[src/rtl/multiplier_seq_pkg.sv]
// Shared types and sizing helpers for the sequential shift-add multiplier.
package multiplier_seq_pkg;

    typedef enum logic [1:0] {IDLE, RUN, FIX} state_t;

    // Iteration counter only needs to reach WIDTH-1; keep at least one bit.
    function automatic int cnt_width(input int width);
        return (width > 1) ? $clog2(width) : 1;
    endfunction

endpackage

[src/rtl/multiplier_seq_negate.sv]
// Conditional two's complement negation, used for operand magnitudes and result fix-up.
module cond_negate #(
    parameter int N = 8
) (
    input  logic         neg,
    input  logic [N-1:0] in,
    output logic [N-1:0] out
);

    assign out = neg ? (~in + N'(1)) : in;

endmodule

[src/rtl/multiplier_seq.sv]
// Sequential shift-add multiplier: one multiplier bit per cycle on operand magnitudes,
// then a single sign fix-up cycle. Result is held until the next accepted request.
module multiplier_seq
    import multiplier_seq_pkg::*;
#(
    parameter int WIDTH = 32
) (
    input  logic               clk,
    input  logic               reset,
    input  logic               start,
    input  logic               a_signed,
    input  logic               b_signed,
    input  logic [WIDTH-1:0]   a,
    input  logic [WIDTH-1:0]   b,
    output logic               busy,
    output logic               done,
    output logic [2*WIDTH-1:0] out
);

    localparam int CNT_W = cnt_width(WIDTH);

    state_t               state;
    logic [CNT_W-1:0]     cnt;
    logic [2*WIDTH-1:0]   acc;
    logic [WIDTH-1:0]     mag_b;
    logic                 neg;

    logic                 a_neg, b_neg;
    logic [WIDTH-1:0]     mag_a_n, mag_b_n;
    logic [2*WIDTH-1:0]   fix_out;
    logic [WIDTH:0]       sum;

    assign a_neg = a_signed & a[WIDTH-1];
    assign b_neg = b_signed & b[WIDTH-1];

    cond_negate #(.N(WIDTH)) u_abs_a (.neg(a_neg), .in(a), .out(mag_a_n));
    cond_negate #(.N(WIDTH)) u_abs_b (.neg(b_neg), .in(b), .out(mag_b_n));
    cond_negate #(.N(2*WIDTH)) u_fix (.neg(neg), .in(acc), .out(fix_out));

    // Carry out of the partial sum becomes the new MSB after the right shift.
    assign sum = {1'b0, acc[2*WIDTH-1:WIDTH]} + {1'b0, (acc[0] ? mag_b : {WIDTH{1'b0}})};

    always_ff @(posedge clk) begin
        if (reset) begin
            state <= IDLE;
            busy  <= 1'b0;
            done  <= 1'b0;
            out   <= '0;
            cnt   <= '0;
            acc   <= '0;
            mag_b <= '0;
            neg   <= 1'b0;
        end else begin
            done <= 1'b0;
            case (state)
                IDLE: begin
                    if (start) begin
                        acc   <= {{WIDTH{1'b0}}, mag_a_n};
                        mag_b <= mag_b_n;
                        neg   <= a_neg ^ b_neg;
                        cnt   <= '0;
                        busy  <= 1'b1;
                        state <= RUN;
                    end
                end
                RUN: begin
                    acc <= {sum, acc[WIDTH-1:1]};
                    cnt <= cnt + 1'b1;
                    if (cnt == CNT_W'(WIDTH - 1))
                        state <= FIX;
                end
                FIX: begin
                    out   <= fix_out;
                    done  <= 1'b1;
                    busy  <= 1'b0;
                    state <= IDLE;
                end
                default: state <= IDLE;
            endcase
        end
    end

endmodule

[config.mk]
export PLATFORM = sky130hd
export DESIGN_NAME = multiplier_seq
export DESIGN_NICKNAME = d
export VERILOG_FILES = /design/src/rtl/multiplier_seq_pkg.sv /design/src/rtl/multiplier_seq_negate.sv /design/src/rtl/multiplier_seq.sv
export SDC_FILE = /design/constraint.sdc
export NUM_CORES = 1
export LEC_CHECK = 0
export ABC_AREA = 0
export CORE_ASPECT_RATIO = 0.8
export CORE_MARGIN = 5
export CORE_UTILIZATION = 40
export CTS_BUF_LIST = sky130_fd_sc_hd__clkbuf_4 sky130_fd_sc_hd__clkbuf_8
export DETAILED_ROUTE_END_ITERATION = 10
export PLACE_DENSITY_LB_ADDON = 0.1
export SLEW_MARGIN = 30
export SYNTH_ARGS = -nofsm -noshare
export SYNTH_HDL_FRONTEND = slang
export SYNTH_SLANG_ARGS = --single-unit
[constraint.sdc]
create_clock -name clk -period 3.3 [get_ports clk]
set_clock_uncertainty 0.15 [all_clocks]
set_input_delay 0.33 -clock clk [delete_from_list [all_inputs] [get_ports clk]]
set_output_delay 0.33 -clock clk [all_outputs]
set_load 0.005 [all_outputs]
==> summary.md <==
| Metric | Value |
|---|---|
| First-pass GRT wire length | 49.1 mm |
| Cell Area, Synth | 10300 sq um |
| Vias | 9670 |
| Clock Pin Slew Worst Setup and Hold Paths | roughly 0.10 ns |
| R2R setup slack | 0.09 ns |
| Worst-path maximum fanout | 4 |
| Total gr overflow | 0 |
| Most area-hungry cell type in the Yosys netlist | dfxtp_1 |
| Avg Inst Size Synth | 7.81 sq um |
| Routed len/inst | 17.3 um |
| Combinational power share | 0.190 |
| Worst Hold Endpoint | acc[1]$_SDFFE_PP0P_ |
| Drt drc | 0 |
| EDFF count, synth | 0 |
| Final GP Congestion | 0.912 |
| Yosys cell types | 64 |
| Routing usage on met1 | 0.374 |
| Root buffer cell | clkbuf_8 |
| Hold buffers post-CTS | 0 |
| Sequential area share after synthesis | 0.331 |
| Max Slew Vio Count | 0 |
| Pwr Total | 0.00467 W |
| Setup bufs post-CTS | 0 |
| Share of the synthesized area in the top cell type | 0.331 |
| Syn-to-layout area delta | 22.5% |
| Commonest non-fill, non-tap cell in the layout | nand2_1 |
| Min-delay worst type | input port to flop |
| Ys Warns | 0 |
| Number of global-route vias before repair | 8769 |
| Top_reg_cell synth | dfxtp_1 |
| Pint | 0.00323 W |
| Synth Register Bits | 170 |
| Worst slack, placed | roughly 0.037 ns |
| DP Cell Count | between 1500 and 2000 |
| Slew of the pin with the lowest slew margin | 0.756 ns |
| Final WS setup | 0.0859 ns |
| Die area | 29000 sq um |
| Die X | 189 um |
| Synth Instances | 1317 |
| Die Height | around 150 um |
| Fin crit share | 0.974 |
| GR Layer Usage met3 | 0.0360 |
| I/O pins | 135 |
| 1st-pass router iterations | 5 |
| Core area | around 25000 sq um |
| HPWL after detailed placement | 24.2 mm |
| WHS Path Cells | 2 |
| Asr flop ratio synth | 0 |
| TritonCTS Sinks | 170 |
| Startpoint Class | flop |
| Syn nets | 1424 |
| Hold_sp | reset |
| Switching share of power | 0.308 |
| Finish-stage setup viols | 0 |
| Worst reg2reg endpoint | out[63]$_SDFFE_PP0P_ |
| Commonest non-fill, non-tap cells in the layout | nand2_1, dfxtp_1, clkdlybuf4s50_1, o21ai_0, xor2_1 |
| WP data required | 3.49 ns |
| Fin crit period | approximately 3.2 ns |
| Critical R2R Launch | acc[47]$_SDFFE_PP0P_ |
| Routed Antenna Nets | 0 |
| Count of buffers from port buffering | between 100 and 150 |
| Run status | complete, no violations |
| Gates resized, CTS repair | 0 |
| Overall routing resource usage | 0.208 |
| Post-route insts no fill | 1778 |
| Relative slew margins | 0.496 |
| Row cnt | 52 |
| GRT met2 Usage | 0.243 |
| 1st-iter DRT viols | 882 |
| RSZ-0062 raised after global routing | true |
| Max VDD drop | 0.000251 V |
| Crit path kind | flop to flop |
| Largest net degree at the start of global routing | 92 |
| Layout cells sized above 1 | 0.0812 |
| Static leakage | 4.79 nW |
| Synth area leaders | dfxtp_1, xor2_1, nand2_1, o21ai_0, ha_1 |
| Worst hold margin | 0.271 ns |
| Reg2reg path depth | 8 |
| Final Hold Fails | 0 |
| Initial antenna violation count | 0 |
| Register share of total power | 0.474 |
| Max_cap viols | 0 |
| NetSw | 0.00144 W |
| Num CTS Buffers | 17 |
| Total wire length | 30.8 mm |
| GRT Max-Usage Layer | met1 |
| CP arrival | 3.40 ns |
| Cell Pwr Density | about 370 nW/um^2 |
| CTS tree | yes |
| Fmax | between 0.3 and 0.4 GHz |
| Clock Tree Buf Depth | 2 |
| Clock Power Share | 0.336 |
| Fin nets | between 1500 and 2000 |
| Starting density of the core | 0.406 |
| Htree depth | 4 |
| Vias per cell | 5.44 |
| Worst-Skew Late Latency | ~0.46 ns |
| Fillers | roughly 2500 |
| Critical path endpoint category | flop |
final cells by class:
class	instances	area, sq um	area share
Timing Repair Buffer	189	1780	0.141
Inverter	23	86.3	0.00685
Tap cell	324	405	0.0322
Clock buffer	19	262	0.0208
Clock inverter	12	153	0.0121
Multi-Input combinational cell	1040	6500	0.516
Sequential cell	170	3410	0.270
Antenna cell	1	2.50	0.000199
per-stage QoR:
step           utilization  setup TNS (ns)  cell area [sq um]
6_report             0.498               0              12600
4_1_cts              0.496               0              12600
2_1_floorplan            -               0              10300
3_3_place_gp         0.480               0              12100
3_5_place_dp         0.480               0              12100
5_1_grt              0.498         -0.0125              12600
worst max-delay path by stage:
stage                          from                    to  slack (ns)  cells after the start
3_5_place_dp   acc[46]$_SDFFE_PP0P_  out[63]$_SDFFE_PP0P_        0.04                      8
3_3_place_gp   acc[46]$_SDFFE_PP0P_  out[63]$_SDFFE_PP0P_        0.05                      8
5_1_grt        acc[47]$_SDFFE_PP0P_  out[63]$_SDFFE_PP0P_       -0.01                      8
2_1_floorplan  acc[46]$_SDFFE_PP0P_  out[63]$_SDFFE_PP0P_        0.04                      8
6_report       acc[47]$_SDFFE_PP0P_  out[63]$_SDFFE_PP0P_        0.09                      8
4_1_cts        acc[47]$_SDFFE_PP0P_  out[63]$_SDFFE_PP0P_        0.03                      8
cell usage after synthesis (4+ instances only):
master	number
nand3b_1	5
nor2_1	84
o22ai_1	7
or4_1	22
o21ai_1	6
dfxtp_1	170
a22oi_1	26
a31oi_1	10
o31ai_1	36
inv_1	23
a211oi_1	29
nor3_1	17
and3_1	7
nand2_1	185
ha_1	37
clkbuf_1	73
o41ai_1	16
xor2_1	97
o21bai_1	4
or2_2	8
a21o_1	14
nor4_1	11
nor2b_1	5
o21ai_0	125
nand2b_1	10
or3_1	9
and2_1	42
xnor2_1	46
o21a_1	4
nand4_1	14
a21oi_1	91
a311oi_1	5
buf_1	4
nand3_1	28
worst max-delay path, cell delays in order (launching register included):
cell and delay (ns):
dfxtp_2 0.33, or4_4 0.52, or4b_4 0.50, or3_4 0.35, or3_4 0.35, or4_4 0.44
o31ai_4 0.23, xor2_1 0.16, o21ai_1 0.07
power groups by stage:
stage	registers, W	clock network, W	logic (W)
final	0.00222	0.00157	0.000886
after global routing	0.00223	0.00170	0.000975
after CTS	0.00221	0.00161	0.000874
after detailed placement	0.00226	0	0.000872
after global placement	0.00226	0	0.000866
after floorplan	0.00222	0	0.000552
routing by layer:
metal  wire length (um)  part of all wire
met1              17900              0.58
met2              10500              0.34
met3               2090             0.068
met4                213            0.0069
met5                  0                 0
registers in the layout, summed over array words and instances, names as in the netlist:
register	count
busy	1
mag_b	32
neg	1
acc	64
state	2
out	64
done	1
cnt	5
logic make-up after synthesis:
group | share of synthesized area
fa+ha+maj | 0.0470
flops | 0.331
buf+inv | 0.0417
simple gates | 0.217
xor+xnor | 0.122
compound gates | 0.240
mux | 0.00195
(Power assumes the default switching activity.)
